$ cat config.mk
export PLATFORM = sky130hd
export DESIGN_NAME = hazard_ctrl_flat
export DESIGN_NICKNAME = d
export VERILOG_FILES = /design/src/rtl/hazard_ctrl_if.sv /design/src/rtl/hazard_ctrl.sv /design/src/flat_wrapper.sv
export SDC_FILE = /design/constraint.sdc
export NUM_CORES = 1
export LEC_CHECK = 0
export ABC_AREA = 0
export BUFFER_PORTS_ARGS = -buffer_cell sky130_fd_sc_hd__buf_2
export CORE_MARGIN = 2
export CORE_UTILIZATION = 55
export DETAILED_ROUTE_END_ITERATION = 10
export PLACE_DENSITY = 0.88
export SYNTH_ARGS = -nofsm -noshare
export SYNTH_HDL_FRONTEND = slang
export SYNTH_SLANG_ARGS = --single-unit
$ cat constraint.sdc
create_clock -name clk -period 5.3 [get_ports clk]
set_input_delay 1.06 -clock clk [delete_from_list [all_inputs] [get_ports clk]]
set_output_delay 1.06 -clock clk [all_outputs]
set_load 0.1 [all_outputs]
$ cat src/rtl/hazard_ctrl_if.sv
// hazard_ctrl_if: decode/EX/MEM status into the hazard controller and
// pipeline enables/flush back out. master = pipeline side, slave = controller.
interface hazard_ctrl_if #(
    parameter int unsigned REG_ADDR = 5
);
    logic                id_valid;
    logic [REG_ADDR-1:0] id_rs1;
    logic [REG_ADDR-1:0] id_rs2;
    logic                id_uses_rs1;
    logic                id_uses_rs2;
    logic                ex_valid;
    logic                ex_load;
    logic [REG_ADDR-1:0] ex_rd;
    logic                mem_req;
    logic                DM_valid;
    logic                redirect;

    logic                pc_en;
    logic                if_id_en;
    logic                if_id_flush;
    logic                id_ex_en;
    logic                decode_ppload;
    logic                mem_timeout;
    logic                busy;

    modport master (
        output id_valid, id_rs1, id_rs2, id_uses_rs1, id_uses_rs2,
               ex_valid, ex_load, ex_rd, mem_req, DM_valid, redirect,
        input  pc_en, if_id_en, if_id_flush, id_ex_en, decode_ppload,
               mem_timeout, busy
    );

    modport slave (
        input  id_valid, id_rs1, id_rs2, id_uses_rs1, id_uses_rs2,
               ex_valid, ex_load, ex_rd, mem_req, DM_valid, redirect,
        output pc_en, if_id_en, if_id_flush, id_ex_en, decode_ppload,
               mem_timeout, busy
    );
endinterface

$ cat src/rtl/hazard_ctrl.sv
// hazard_ctrl: decode-stage sequencing controller. Inserts load-use bubbles,
// freezes the pipe on outstanding data-memory accesses, kills wrong-path
// fetches after a redirect and halts with a sticky error if memory never
// answers. RUN-state decisions take effect in the same cycle.
// Optional: define HAZARD_PERF_CNT_EN to add 32-bit performance counters.
module hazard_ctrl #(
    parameter int unsigned FLUSH_CYCLES = 1,
    parameter int unsigned MEM_TIMEOUT  = 255,
    parameter int unsigned REG_ADDR     = 5
) (
    input  logic          clk,
    input  logic          rst,
    hazard_ctrl_if.slave  bus
`ifdef HAZARD_PERF_CNT_EN
    ,
    output logic [31:0]   perf_lu_stalls,
    output logic [31:0]   perf_mem_wait,
    output logic [31:0]   perf_flushes
`endif
);

    localparam int unsigned TW = $clog2(MEM_TIMEOUT + 1);
    localparam int unsigned FW = 3;

    typedef enum logic [1:0] {
        RUN      = 2'd0,
        MEM_WAIT = 2'd1,
        FLUSH    = 2'd2,
        HALT     = 2'd3
    } state_t;

    state_t          state_q, state_d;
    logic [TW-1:0]   timer_q, timer_d;
    logic [FW-1:0]   fcnt_q,  fcnt_d;
    logic            to_q,    to_d;

    logic [REG_ADDR-1:0] rs1, rs2, rd;
    logic            lu_hazard;
    logic            mem_stall;

    logic            pc_en, if_id_en, id_ex_en, if_id_flush, decode_ppload;
    logic            lu_bubble, redir_acc, wait_stall;

    // Load-use RAW against EX; x0 is never a real dependency
    assign rs1 = bus.id_rs1;
    assign rs2 = bus.id_rs2;
    assign rd  = bus.ex_rd;
    assign lu_hazard = bus.id_valid & bus.ex_valid & bus.ex_load & (rd != '0) &
                       ((bus.id_uses_rs1 & (rs1 == rd)) |
                        (bus.id_uses_rs2 & (rs2 == rd)));
    assign mem_stall = bus.mem_req & ~bus.DM_valid;

    // State, wait timer, flush counter and sticky timeout registers
    always_ff @(posedge clk) begin
        if (rst) begin
            state_q <= RUN;
            timer_q <= '0;
            fcnt_q  <= '0;
            to_q    <= 1'b0;
        end else begin
            state_q <= state_d;
            timer_q <= timer_d;
            fcnt_q  <= fcnt_d;
            to_q    <= to_d;
        end
    end

    // Next-state and pipeline control decode
    always_comb begin
        state_d       = state_q;
        timer_d       = timer_q;
        fcnt_d        = fcnt_q;
        to_d          = to_q;
        pc_en         = 1'b1;
        if_id_en      = 1'b1;
        id_ex_en      = 1'b1;
        if_id_flush   = 1'b0;
        decode_ppload = 1'b0;
        lu_bubble     = 1'b0;
        redir_acc     = 1'b0;
        wait_stall    = 1'b0;

        if (rst) begin
            pc_en         = 1'b0;
            if_id_en      = 1'b0;
            id_ex_en      = 1'b0;
            if_id_flush   = 1'b1;
            decode_ppload = 1'b1;
        end else begin
            case (state_q)
                RUN: begin
                    if (mem_stall) begin
                        pc_en    = 1'b0;
                        if_id_en = 1'b0;
                        id_ex_en = 1'b0;
                        state_d  = MEM_WAIT;
                        timer_d  = TW'(1);
                    end else if (lu_hazard) begin
                        // Hold fetch/decode, push one bubble; a redirect in
                        // decode is re-evaluated once the load has moved on
                        pc_en         = 1'b0;
                        if_id_en      = 1'b0;
                        decode_ppload = 1'b1;
                        lu_bubble     = 1'b1;
                    end else if (bus.redirect & bus.id_valid) begin
                        if_id_flush = 1'b1;
                        redir_acc   = 1'b1;
                        if (FLUSH_CYCLES > 1) begin
                            state_d = FLUSH;
                            fcnt_d  = FW'(FLUSH_CYCLES - 1);
                        end
                    end
                end
                MEM_WAIT: begin
                    if (!bus.DM_valid) begin
                        pc_en      = 1'b0;
                        if_id_en   = 1'b0;
                        id_ex_en   = 1'b0;
                        wait_stall = 1'b1;
                        if (timer_q == TW'(MEM_TIMEOUT)) begin
                            state_d = HALT;
                            to_d    = 1'b1;
                        end else begin
                            timer_d = timer_q + TW'(1);
                        end
                    end else begin
                        state_d = RUN;
                    end
                end
                FLUSH: begin
                    if (mem_stall) begin
                        // Memory stall wins; remaining flush count is dropped
                        pc_en    = 1'b0;
                        if_id_en = 1'b0;
                        id_ex_en = 1'b0;
                        state_d  = MEM_WAIT;
                        timer_d  = TW'(1);
                        fcnt_d   = '0;
                    end else begin
                        if_id_flush   = 1'b1;
                        decode_ppload = 1'b1;
                        if (fcnt_q <= FW'(1)) begin
                            state_d = RUN;
                            fcnt_d  = '0;
                        end else begin
                            fcnt_d = fcnt_q - FW'(1);
                        end
                    end
                end
                HALT: begin
                    pc_en    = 1'b0;
                    if_id_en = 1'b0;
                    id_ex_en = 1'b0;
                end
                default: begin
                    state_d = RUN;
                end
            endcase
        end
    end

    // Drive the interface outputs
    assign bus.pc_en         = pc_en;
    assign bus.if_id_en      = if_id_en;
    assign bus.id_ex_en      = id_ex_en;
    assign bus.if_id_flush   = if_id_flush;
    assign bus.decode_ppload = decode_ppload;
    assign bus.mem_timeout   = to_q & ~rst;
    assign bus.busy          = (state_q != RUN) & ~rst;

`ifdef HAZARD_PERF_CNT_EN
    logic [31:0] perf_lu_q, perf_mw_q, perf_fl_q;

    // Free-running event counters, wrap at 2^32
    always_ff @(posedge clk) begin
        if (rst) begin
            perf_lu_q <= '0;
            perf_mw_q <= '0;
            perf_fl_q <= '0;
        end else begin
            if (lu_bubble)  perf_lu_q <= perf_lu_q + 32'd1;
            if (wait_stall) perf_mw_q <= perf_mw_q + 32'd1;
            if (redir_acc)  perf_fl_q <= perf_fl_q + 32'd1;
        end
    end

    assign perf_lu_stalls = perf_lu_q;
    assign perf_mem_wait  = perf_mw_q;
    assign perf_flushes   = perf_fl_q;
`else
    logic unused_perf;
    assign unused_perf = lu_bubble ^ redir_acc ^ wait_stall;
`endif

endmodule
$ cat src/flat_wrapper.sv
// flat-port wrapper written by rule: the top's interface ports become plain ports
module hazard_ctrl_flat 
#(
    parameter int unsigned FLUSH_CYCLES = 1,
    parameter int unsigned MEM_TIMEOUT  = 255,
    parameter int unsigned REG_ADDR     = 5
)
  (clk, rst, bus_id_valid, bus_id_rs1, bus_id_rs2, bus_id_uses_rs1, bus_id_uses_rs2, bus_ex_valid, bus_ex_load, bus_ex_rd, bus_mem_req, bus_DM_valid, bus_redirect, bus_pc_en, bus_if_id_en, bus_if_id_flush, bus_id_ex_en, bus_decode_ppload, bus_mem_timeout, bus_busy);
  hazard_ctrl_if #(.REG_ADDR(REG_ADDR)) bus_i ();
  input  logic clk;
  input  logic rst;
  input wire logic [$bits(bus_i.id_valid)-1:0] bus_id_valid;
  input wire logic [$bits(bus_i.id_rs1)-1:0] bus_id_rs1;
  input wire logic [$bits(bus_i.id_rs2)-1:0] bus_id_rs2;
  input wire logic [$bits(bus_i.id_uses_rs1)-1:0] bus_id_uses_rs1;
  input wire logic [$bits(bus_i.id_uses_rs2)-1:0] bus_id_uses_rs2;
  input wire logic [$bits(bus_i.ex_valid)-1:0] bus_ex_valid;
  input wire logic [$bits(bus_i.ex_load)-1:0] bus_ex_load;
  input wire logic [$bits(bus_i.ex_rd)-1:0] bus_ex_rd;
  input wire logic [$bits(bus_i.mem_req)-1:0] bus_mem_req;
  input wire logic [$bits(bus_i.DM_valid)-1:0] bus_DM_valid;
  input wire logic [$bits(bus_i.redirect)-1:0] bus_redirect;
  output wire logic [$bits(bus_i.pc_en)-1:0] bus_pc_en;
  output wire logic [$bits(bus_i.if_id_en)-1:0] bus_if_id_en;
  output wire logic [$bits(bus_i.if_id_flush)-1:0] bus_if_id_flush;
  output wire logic [$bits(bus_i.id_ex_en)-1:0] bus_id_ex_en;
  output wire logic [$bits(bus_i.decode_ppload)-1:0] bus_decode_ppload;
  output wire logic [$bits(bus_i.mem_timeout)-1:0] bus_mem_timeout;
  output wire logic [$bits(bus_i.busy)-1:0] bus_busy;
  assign bus_i.id_valid = bus_id_valid;
  assign bus_i.id_rs1 = bus_id_rs1;
  assign bus_i.id_rs2 = bus_id_rs2;
  assign bus_i.id_uses_rs1 = bus_id_uses_rs1;
  assign bus_i.id_uses_rs2 = bus_id_uses_rs2;
  assign bus_i.ex_valid = bus_ex_valid;
  assign bus_i.ex_load = bus_ex_load;
  assign bus_i.ex_rd = bus_ex_rd;
  assign bus_i.mem_req = bus_mem_req;
  assign bus_i.DM_valid = bus_DM_valid;
  assign bus_i.redirect = bus_redirect;
  assign bus_pc_en = bus_i.pc_en;
  assign bus_if_id_en = bus_i.if_id_en;
  assign bus_if_id_flush = bus_i.if_id_flush;
  assign bus_id_ex_en = bus_i.id_ex_en;
  assign bus_decode_ppload = bus_i.decode_ppload;
  assign bus_mem_timeout = bus_i.mem_timeout;
  assign bus_busy = bus_i.busy;
  hazard_ctrl #(.FLUSH_CYCLES(FLUSH_CYCLES), .MEM_TIMEOUT(MEM_TIMEOUT), .REG_ADDR(REG_ADDR)) u_core (.clk(clk), .rst(rst), .bus(bus_i));
endmodule
Yosys cells after proc, flatten, opt, wreduce, memory -nomap -nowiden. Index checks and enable logic that the tools add are counted.

Flip-flop bits (word level): 14. Output and inout port bits: 7.

Bitwise gates (word level): 13. Muxes and demuxes: 29. Equality and inequality tests: 12. Reduce and logical (&&, ||, !) cells: 9. Add/subtract/negate cells: 2. $lt $le $gt $ge: 1.

Operator list (count): two-way mux 8 bit (3); one-hot mux 8 bit (2 select lines) (1); two-way mux 1 bit (13); AND 1 bit (10); equality test 5 bit (2); two-way mux 2 bit (5); adder 8 x 1 -> 8 bit, second input constant (1); equality test 8 bit, second input constant (1); AND reduction 4 bit (2); two-way mux 3 bit (2); one-hot mux 2 bit (3 select lines) (1); nonzero test 5 bit (1); equality test 2 bit, second input constant (2); != test 2 x 1 -> 1 bit, second input constant (2); != test 2 bit, second input constant (2); one-hot mux 1 bit (2 select lines) (2); one-hot mux 1 bit (4 select lines) (1); nonzero test 2 bit (2); <= comparator 3 x 1 -> 1 bit, second input constant (1); != test 3 x 1 -> 1 bit, second input constant (1); != test 3 x 2 -> 1 bit, second input constant (1); one-hot mux 1 bit (3 select lines) (1); AND reduction 3 bit (1); nonzero test 3 bit (1); other kinds (6) (7).

Longest topological paths before layout. Gate-level depths: netlist of run 1.

Depth after elaboration: 8. Gate-level depth with buffers: 7. Gate-level depth less buffers: 6.

Worst setup path after synthesis of run 1. No wires, ideal clock.

Path type: input -> output. From: input bus_ex_rd[2]. To: output bus_decode_ppload. Path slack: 0.483 ns. Cell stages on the path: 4. Path buffers: 0. Arrival time: 3.757 ns. Data required time: 4.240 ns. Cells stage by stage: xor2_1 nor4_1 a32oi_1 o21ai_0.

Cells in the longest elaborated chain, start to end: 8.

Ends and longest elaborated chain: start, declared (RTL line flat_wrapper.sv:19) `input wire logic [$bits(bus_i.ex_rd)-1:0] bus_ex_rd;`; equality test 5 bit (on tied branches) (RTL line hazard_ctrl.sv:49, hazard_ctrl.sv:50); AND 1 bit (on tied branches) (RTL line hazard_ctrl.sv:49, hazard_ctrl.sv:50); OR 1 bit (RTL line hazard_ctrl.sv:49) `((bus.id_uses_rs1 & (rs1 == rd)) |`; AND 1 bit (*) (RTL line hazard_ctrl.sv:48) `assign lu_hazard = bus.id_valid & bus.ex_valid & bus.ex_load & (rd != '0) &`; two-way mux 1 bit (*) (2 in a row); one-hot mux 1 bit (2 select lines) (*) (RTL line hazard_ctrl.sv:90) `case (state_q)`; two-way mux 1 bit (*) (RTL line hazard_ctrl.sv:83) `if (rst) begin`; end, declared (RTL line flat_wrapper.sv:27) `output wire logic [$bits(bus_i.decode_ppload)-1:0] bus_decode_ppload;`.

Mark *: on every way between the ends. The rest lies on a longest branch, timed or not.

Final worst setup path of run 1. Same ends and word-level chain as after synthesis.

==> results.sh, run 1 <==
export IMPL_outcome="finished, final reports clean"
export IMPL_cts_hold_buf=0
export IMPL_vias=1141
export IMPL_grt_max_degree=15
export IMPL_ant_nets=0
export IMPL_synth_nets=172
export IMPL_hold_path_class="reg -> reg"
export IMPL_clk_pin_slew_worst_paths_ps=90
export IMPL_cts_made_buffers=3
export IMPL_routed_wl_um=2710
export IMPL_path_cells="buf_2 -> xor2_1 -> nor4_1 -> a32oi_1 -> o21ai_0 -> buf_2"
export IMPL_crit_type="in -> out"
export IMPL_hold_violations=0
export IMPL_areaGrowthSynthToFinish_pct=18.3
export IMPL_layout_min_cycle_time_ps=3480
export IMPL_finalSetupViolCount=0
export IMPL_syn_inst=139
export IMPL_vdd_drop_max_mv=0.207
export IMPL_drive_gt1_frac=0.243
export IMPL_syn_area_per_cell_um2=7.86
export IMPL_place_hpwl_um=2100
export IMPL_final_cell_mix="buf_2, a21oi_1, dfxtp_1"
export IMPL_cpMostUsedCell="buf_2"
export IMPL_worst_setup_path_start_kind="input port"
export IMPL_grt_pass1_vias=1080
export IMPL_cts_sinks=14
export IMPL_fin_crit_sh=0.656
export IMPL_grt_antenna_before_repair=0
export IMPL_multi_input_area_um2=761
export IMPL_fin_ws_ps=1820
export IMPL_cp_slowest_stage_delay_ps=450
export IMPL_grt_overflow_total=0
export IMPL_h_tree_depth=1
export IMPL_fmax_ghz=0.288
export IMPL_clock_latency_ps=290
export IMPL_syn_area_um2=1090
export IMPL_ys_warn_count=0
export IMPL_die_w_um=48.6
export IMPL_dieArea_um2=2360
export IMPL_core_um2=1920
export IMPL_synth_flop_cell="dfxtp_1"
export IMPL_nets=203
export IMPL_finalClockSkew_ps=4.88
export IMPL_drt_first_pass_iters=4
export IMPL_ctsResizeCount=0
export IMPL_grt_usage=0.251
export IMPL_slew_viol_final=0
export IMPL_synth_edf_count=0
export IMPL_antenna_cells=0
export IMPL_grt_setup_unrepaired="no"
export IMPL_worstPathRequired_ps=4240
export IMPL_place_ws_ps=1810
export IMPL_worst_slew_pin_slew_ps=1190
export IMPL_io_pins=32
export IMPL_cts_setup_buffers=0
export IMPL_clk_path_buf_depth=2
export IMPL_worstPathArrival_ps=2420
export IMPL_cap_violations=0
export IMPL_post_route_drc_count=0
export IMPL_slew_limit_headroom=0.203
export IMPL_fin_tns_setup_ps=0
export IMPL_wl_per_cell_um=13.8
export IMPL_final_common_cell="buf_2"
export IMPL_tritoncts="built"
export IMPL_whs_ps=480
export IMPL_synth_distinct_cells=41
export IMPL_fillCellCount=163
export IMPL_ys_seq_area_frac=0.257
export IMPL_vias_per_cell=5.82
export IMPL_core_rowCount=16
export IMPL_leakage_nw=0.513
export IMPL_fin_total_pwr_mw=0.292
export IMPL_grt_pass1_wl_um=4690
export IMPL_drt_first_iter_violations=22
export IMPL_port_buffers=31
export IMPL_worst_path_max_fanout=3
export IMPL_start_util=0.568
export IMPL_pwr_density_cell_nw_per_um2=226
export IMPL_synthArstFlopShare=0
export IMPL_die_h_um=48.6
export IMPL_ys_ff_latch=14
export IMPL_clock_root_buffer="clkbuf_4"
export IMPL_gp_congestion=0.842
export IMPL_worstSetupEndpointType="output port"
export IMPL_crit_slowest_cell="buf_2"
export IMPL_seq_area_um2=280
export IMPL_fin_util=0.673
==> stage by stage <==
stage               area (um^2)  cells
finish                     1290    196
global route               1290    196
CTS                        1290    196
detailed placement         1260    192
global placement           1260    192
floorplan                  1090    139
==> cells by family after synthesis <==
family | after synthesis | synth area share
adders and majority gates | 8 | 0.0916
AOI/OAI and AO/OA | 39 | 0.238
DFF | 14 | 0.257
xor gates and xnor gates | 10 | 0.0802
and+or+nand+nor | 53 | 0.253
buffers and inverters | 12 | 0.0470
muxes | 3 | 0.0332
==> flip-flops by register name, indices dropped and copies added, names as in the netlist <==
| name | cells |
|---|---|
| u_core.timer_q | 8 |
| u_core.fcnt_q | 3 |
| u_core.state_q | 2 |
| u_core.to_q | 1 |
==> metal layers <==
metal | share of wire | wire [um] | global-route usage
met3 | 0.055 | 150 | 0.0432
met4 | 0.016 | 44 | 0.100
met2 | 0.50 | 1360 | 0.463
met1 | 0.43 | 1160 | 0.287
met5 | 0 | 0 | 0
==> path summary, 6_finish.rpt <==
path         slack [ps]                        endpoint                      startpoint  cells after the start
min                 480        u_core.to_q$_SDFFE_PP0P_        u_core.to_q$_SDFFE_PP0P_                      2
min reg2reg         480        u_core.to_q$_SDFFE_PP0P_        u_core.to_q$_SDFFE_PP0P_                      2
max                1820               bus_decode_ppload                    bus_ex_rd[2]                      6
max reg2reg        2770  u_core.timer_q[6]$_SDFFE_PP0P_  u_core.state_q[0]$_SDFFE_PP0P_                      5
==> final cells by class <==
| type | instances | area share |
|---|---|---|
| sequential | 14 | 0.217 |
| multi-input combinational | 113 | 0.589 |
| clock buffer | 4 | 0.0281 |
| timing repair buffer | 31 | 0.120 |
| inverter | 7 | 0.0203 |
| tap | 27 | 0.0261 |
==> where the power goes <==
part | switching (mW) | internal (mW) | leakage (nW) | total, mW
Clock | 0.0371 | 0.0419 | 0.0210 | 0.0790
Combinational | 0.0698 | 0.0299 | 0.379 | 0.0997
Sequential | 0.00518 | 0.108 | 0.113 | 0.113
Total | 0.112 | 0.180 | 0.513 | 0.292
==> critical path: cells and delay by family <==
| kind | cells | cell delay (ps) |
|---|---|---|
| compound gates | 2 | 360 |
| xor+xnor | 1 | 160 |
| simple gates | 1 | 260 |
| buf+inv | 2 | 570 |
==> synthesized netlist by cell type (all sizes together) (2+ instances only) <==
cell / n / area, um^2
o31ai: 6 / 45.0
o21ai: 5 / 25.0
nand3: 8 / 45.0
clkbuf: 2 / 7.51
mux2: 2 / 22.5
a31oi: 2 / 12.5
nor4: 4 / 25.0
nor2: 10 / 37.5
xor2: 8 / 70.1
or3: 2 / 12.5
o32ai: 2 / 17.5
nand2: 10 / 37.5
or4: 2 / 15.0
inv: 7 / 26.3
nor3: 6 / 30.0
and3: 3 / 18.8
xnor2: 2 / 17.5
a21oi: 14 / 70.1
ha: 8 / 100
dfxtp: 14 / 280
buf: 3 / 17.5
nand4: 2 / 12.5
Note: power is estimated with default switching activity, not from simulation.
==> run 2: changes to the inputs <==
--- a/config.mk
+++ b/config.mk
@@ -8,9 +8,9 @@
 export ABC_AREA = 0
 export BUFFER_PORTS_ARGS = -buffer_cell sky130_fd_sc_hd__buf_2
 export CORE_MARGIN = 2
-export CORE_UTILIZATION = 55
+export CORE_UTILIZATION = 51
 export DETAILED_ROUTE_END_ITERATION = 10
-export PLACE_DENSITY = 0.88
+export PLACE_DENSITY = 0.83
 export SYNTH_ARGS = -nofsm -noshare
 export SYNTH_HDL_FRONTEND = slang
 export SYNTH_SLANG_ARGS = --single-unit
==> constraint.sdc (replaced) <==
create_clock -name clk -period 3.2 [get_ports clk]
set_input_delay 0.64 -clock clk [delete_from_list [all_inputs] [get_ports clk]]
set_output_delay 0.64 -clock clk [all_outputs]
set_load 0.1 [all_outputs]
==> run 2 against run 1 <==
  * Sequential cell count did not move
  * Non-clock buffer count rose by 1
  * Largest cell class unchanged
  * Sequential power rose by 66%
  * Utilization fell by 2.0 points
  * Critical path type is now reg -> out
  * Highest routed layer unchanged
  * Critical path depth did not move
  * Cell area did not move
  * Combinational power rose by 66%
==> results.sh, run 2 (synthesized netlist as in run 1, its figures left out) <==
export IMPL_tritoncts="built"
export IMPL_whs_ps=471
export IMPL_crit_type="reg -> out"
export IMPL_multi_input_area_um2=767
export IMPL_grt_setup_unrepaired="no"
export IMPL_clock_latency_ps=290
export IMPL_final_common_cell="buf_2"
export IMPL_ant_nets=0
export IMPL_slew_viol_final=0
export IMPL_vdd_drop_max_mv=0.216
export IMPL_dieArea_um2=2530
export IMPL_hold_violations=0
export IMPL_place_hpwl_um=2020
export IMPL_internal_power_mw=0.273
export IMPL_grt_overflow_total=0
export IMPL_fin_tns_setup_ps=0
export IMPL_routed_wl_um=2590
export IMPL_final_cell_mix="buf_2, a21oi_1, dfxtp_1"
export IMPL_p_sw_mw=0.185
export IMPL_finalClockSkew_ps=3.96
export IMPL_hold_path_class="reg -> reg"
export IMPL_clk_pin_slew_worst_paths_ps=90
export IMPL_ctsResizeCount=0
export IMPL_grt_antenna_before_repair=0
export IMPL_grt_pass1_vias=1062
export IMPL_netSwitchingFraction=0.404
export IMPL_seq_area_um2=280
export IMPL_h_tree_depth=1
export IMPL_pwr_share_comb=0.362
export IMPL_power_frac_seq=0.410
export IMPL_finalSetupViolCount=0
export IMPL_drive_gt1_frac=0.249
export IMPL_drt_first_iter_violations=33
export IMPL_post_route_drc_count=0
export IMPL_clk_path_buf_depth=2
export IMPL_nets=204
export IMPL_largest_register_ffs=8
export IMPL_core_rowCount=16
export IMPL_port_buffers=31
export IMPL_slew_limit_headroom=0.555
export IMPL_layout_min_cycle_time_ps=2740
export IMPL_vias=1150
export IMPL_areaGrowthSynthToFinish_pct=18.3
export IMPL_cts_made_buffers=3
export IMPL_grt_max_degree=15
export IMPL_cts_sinks=14
export IMPL_grt_usage=0.218
export IMPL_placed_cell_area_um2=1270
export IMPL_drt_first_pass_iters=4
export IMPL_vias_per_cell=5.87
export IMPL_worstPathRequired_ps=2560
export IMPL_wl_per_cell_um=13.2
export IMPL_pwr_density_cell_nw_per_um2=354
export IMPL_fillCellCount=173
export IMPL_fin_area_um2=1290
export IMPL_fin_crit_sh=0.855
export IMPL_clock_root_buffer="clkbuf_4"
export IMPL_reg_top3="u_core.timer_q (8), u_core.fcnt_q (3), u_core.state_q (2)"
export IMPL_die_w_um=50.3
export IMPL_die_h_um=50.3
export IMPL_p_clk_frac=0.228
export IMPL_fmax_ghz=0.366
export IMPL_cap_violations=0
export IMPL_antenna_cells=0
export IMPL_largest_register="u_core.timer_q"
export IMPL_gp_congestion=0.841
export IMPL_core_um2=1980
export IMPL_io_pins=32
export IMPL_start_util=0.551
export IMPL_outcome="finished, final reports clean"
export IMPL_worst_setup_path_start_kind="flop"
export IMPL_worstSetupEndpointType="output port"
export IMPL_cts_setup_buffers=0
export IMPL_worst_path_max_fanout=8
export IMPL_worst_slew_pin_slew_ps=662
export IMPL_fin_total_pwr_mw=0.458
export IMPL_grt_pass1_wl_um=4280
export IMPL_leakage_nw=0.512
export IMPL_worstPathArrival_ps=2100
export IMPL_cts_hold_buf=0
[run 2: changes by cell type in the layout (fill, tap and decap cells not counted)]
cell,delta
a2bb2oi_2,+1
o21ai_1,+1
o21ai_0,-1
a2bb2oi_1,-1
buf_4,+1
clkbuf_8,-1
[run 2: worst paths after layout]
| kind | endpoint | slack [ps] | depth (start not counted) | start |
|---|---|---|---|---|
| min | u_core.to_q$_SDFFE_PP0P_ | 470 | 2 | u_core.to_q$_SDFFE_PP0P_ |
| min reg2reg | u_core.to_q$_SDFFE_PP0P_ | 470 | 2 | u_core.to_q$_SDFFE_PP0P_ |
| max reg2reg | u_core.timer_q[4]$_SDFFE_PP0P_ | 1090 | 6 | u_core.state_q[1]$_SDFFE_PP0P_ |
| max | bus_pc_en | 460 | 6 | u_core.state_q[0]$_SDFFE_PP0P_ |
[run 2: per-layer routing]
layer  GRT usage  wire, um
met5           0         0
met4      0.0694        39
met3      0.0417       195
met2       0.395      1190
met1       0.254      1160
[run 2: critical path, cell delays in order (launching register included)]
cell and delay [ps]:
dfxtp_1 410, inv_1 120, ha_1 320, nor2_1 140, o21ai_0 180, o211a_1 190, buf_2 430
[run 2: per-stage QoR]
step | util | cells | setup slack [ps]
global placement | 0.641 | 193 | 575
global route | 0.652 | 196 | 299
CTS | 0.652 | 196 | 502
detailed placement | 0.641 | 193 | 564
floorplan | - | 139 | -40.1
finish | 0.652 | 196 | 464
[run 2: area by class of cell]
type,count,share of cell area
inverters,7,0.0203
flip-flops and latches,14,0.217
multi-input cells,113,0.593
clock buffers,3,0.0174
well taps,27,0.0261
repair buffers,32,0.126
[run 2: power by group through the flow]
| stage | registers (mW) | logic, mW | clock network, mW |
|---|---|---|---|
| 2_1_floorplan | 0.190 | 0.128 | 0 |
| 3_3_place_gp | 0.191 | 0.163 | 0 |
| 3_5_place_dp | 0.192 | 0.165 | 0 |
| 4_1_cts | 0.188 | 0.166 | 0.104 |
| 5_1_grt | 0.189 | 0.179 | 0.110 |
| 6_report | 0.188 | 0.166 | 0.105 |
==> run 3: changes to the inputs <==
--- a/config.mk
+++ b/config.mk
@@ -8,9 +8,9 @@
 export ABC_AREA = 0
 export BUFFER_PORTS_ARGS = -buffer_cell sky130_fd_sc_hd__buf_2
 export CORE_MARGIN = 2
-export CORE_UTILIZATION = 51
+export CORE_UTILIZATION = 46
 export DETAILED_ROUTE_END_ITERATION = 10
-export PLACE_DENSITY = 0.83
+export PLACE_DENSITY = 0.79
 export SYNTH_ARGS = -nofsm -noshare
 export SYNTH_HDL_FRONTEND = slang
 export SYNTH_SLANG_ARGS = --single-unit
==> constraint.sdc (replaced) <==
create_clock -name clk -period 2.3 [get_ports clk]
set_input_delay 0.46 -clock clk [delete_from_list [all_inputs] [get_ports clk]]
set_output_delay 0.46 -clock clk [all_outputs]
set_load 0.1 [all_outputs]
==> run 3 against run 2 <==
  * Register-to-register slack worse by 800 ps
  * Sequential share of layout area decreased by 2.3 points
  * Critical path type is now in -> out
  * Cell area grew 12%
  * Non-clock buffer count rose by 4
  * Critical endpoint is now bus_if_id_en
  * Via count rose by 2.9%
  * Die area rose by 10%
  * Setup slack lost 400 ps
  * Clock skew is 2.3 ps lower
==> results.sh, run 3 (synthesized netlist as in run 1, its figures left out) <==
export IMPL_outcome="finished, final reports clean"
export IMPL_routed_wl_um=2840
export IMPL_io_pins=32
export IMPL_die_h_um=52.7
export IMPL_cts_sinks=14
export IMPL_clock_latency_ps=290
export IMPL_areaGrowthSynthToFinish_pct=32.6
export IMPL_final_common_cell="buf_2"
export IMPL_layout_min_cycle_time_ps=2240
export IMPL_cts_hold_buf=0
export IMPL_numPlacedInstances=198
export IMPL_clock_root_buffer="clkbuf_4"
export IMPL_place_hpwl_um=2220
export IMPL_slew_limit_headroom=0.558
export IMPL_worst_setup_path_start_kind="input port"
export IMPL_vias_per_cell=5.86
export IMPL_antenna_cells=0
export IMPL_r2r_cells=6
export IMPL_r2r_start="u_core.state_q[1]$_SDFFE_PP0P_"
export IMPL_hold_path_startpoint="u_core.to_q$_SDFFE_PP0P_"
export IMPL_crit_type="in -> out"
export IMPL_grt_pass1_wl_um=4630
export IMPL_seq_area_um2=280
export IMPL_pwr_density_cell_nw_per_um2=499
export IMPL_fin_crit_sh=0.973
export IMPL_core_rowCount=17
export IMPL_port_buffers=31
export IMPL_multi_input_area_um2=816
export IMPL_worst_hold_path_endpoint="u_core.to_q$_SDFFE_PP0P_"
export IMPL_largest_register_ffs=8
export IMPL_leakage_nw=0.560
export IMPL_drive_gt1_frac=0.322
export IMPL_cp_slowest_stage_delay_ps=320
export IMPL_die_w_um=52.7
export IMPL_worst_path_max_fanout=3
export IMPL_fin_ws_ps=62.4
export IMPL_fin_total_pwr_mw=0.724
export IMPL_timing_rr_end="u_core.timer_q[3]$_SDFFE_PP0P_"
export IMPL_rrSetupSlack_ps=290
export IMPL_gp_congestion=0.835
export IMPL_min_delay_path_depth=2
export IMPL_cap_violations=0
export IMPL_drt_first_iter_violations=27
export IMPL_vdd_drop_max_mv=0.445
export IMPL_final_cells=202
export IMPL_hold_path_class="reg -> reg"
export IMPL_grt_overflow_total=0
export IMPL_tritoncts="built"
export IMPL_h_tree_depth=1
export IMPL_worstSetupEndpointType="output port"
export IMPL_post_route_drc_count=0
export IMPL_vias=1183
export IMPL_start_util=0.489
export IMPL_hold_violations=0
export IMPL_place_ws_ps=52.8
export IMPL_critPathBufInv=2
export IMPL_finalClockSkew_ps=1.71
export IMPL_path_delay_family="compound AO/OA/AOI/OAI gates"
export IMPL_worst_slew_pin_slew_ps=649
export IMPL_final_cell_mix="buf_2, a21oi_1, dfxtp_1"
export IMPL_path_cells="buf_2 -> xor2_1 -> nor4_2 -> a32oi_2 -> o211a_4 -> buf_12"
export IMPL_largest_register="u_core.timer_q"
export IMPL_grt_setup_unrepaired="no"
export IMPL_cts_made_buffers=3
export IMPL_grt_max_degree=15
export IMPL_whs_ps=489
export IMPL_crit_slowest_cell="nor4_2"
export IMPL_fin_area_um2=1450
export IMPL_nets=208
export IMPL_reg_top3="u_core.timer_q (8), u_core.fcnt_q (3), u_core.state_q (2)"
export IMPL_drt_first_pass_iters=4
export IMPL_core_um2=2230
export IMPL_grt_antenna_before_repair=0
export IMPL_fillCellCount=198
export IMPL_fmax_ghz=0.447
export IMPL_clk_pin_slew_worst_paths_ps=80
export IMPL_slew_viol_final=0
export IMPL_worstPathRequired_ps=1840
export IMPL_wl_per_cell_um=14.0
export IMPL_grt_pass1_vias=1121
export IMPL_dieArea_um2=2780
export IMPL_worstPathArrival_ps=1780
export IMPL_placed_cell_area_um2=1390
export IMPL_finalSetupViolCount=0
export IMPL_ant_nets=0
export IMPL_grt_usage=0.224
export IMPL_clk_path_buf_depth=2
-- run 3: cell count changes in the layout (fill, tap and decap cells not counted), sizes merged --
cell,change
clkbuf,+2
buf,+3
-- run 3: report_power, final --
part	internal (mW)	leakage (nW)	switching, mW	total (mW)
Clock	0.0965	0.0210	0.0823	0.179
Sequential	0.249	0.113	0.00729	0.256
Combinational	0.108	0.426	0.180	0.288
-- run 3: worst max-delay path by stage --
stage | to | slack [ps] | cells past startpoint | startpoint
6_report | bus_if_id_en | 60 | 6 | bus_ex_rd[2]
5_1_grt | bus_if_id_en | 10 | 6 | bus_ex_rd[2]
4_1_cts | bus_if_id_en | 40 | 6 | u_core.state_q[1]$_SDFFE_PP0P_
3_5_place_dp | bus_if_id_en | 50 | 6 | bus_ex_rd[2]
3_3_place_gp | bus_pc_en | 110 | 6 | bus_ex_rd[2]
2_1_floorplan | bus_decode_ppload | -130 | 4 | bus_ex_rd[2]
-- run 3: through the flow --
step            util  setup TNS, ps
2_1_floorplan      -           -134
3_3_place_gp   0.623              0
3_5_place_dp   0.623              0
4_1_cts        0.641              0
5_1_grt        0.649              0
6_report       0.649              0
-- run 3: cell type report --
cell class	count	area share
Multi-Input combinational cell	113	0.563
Sequential cell	14	0.193
Timing Repair Buffer	36	0.176
Clock buffer	4	0.0250
Tap cell	28	0.0242
Inverter	7	0.0181
-- run 3: worst min-delay path: stages (launching register included) --
cell and delay, ps:
dfxtp_1 300, inv_1 80, a21oi_1 60
-- run 3: routing by layer --
layer  track usage  wire [um]
met5             0          0
met4        0.0812         37
met3        0.0457        179
met2         0.406       1390
met1         0.253       1230
-- run 3: what timing repair did --
action | 4_1_cts | 5_1_grt
resized for setup | 2 | 4
setup endpoints to repair | 2 | 3
setup buffers | 0 | 0
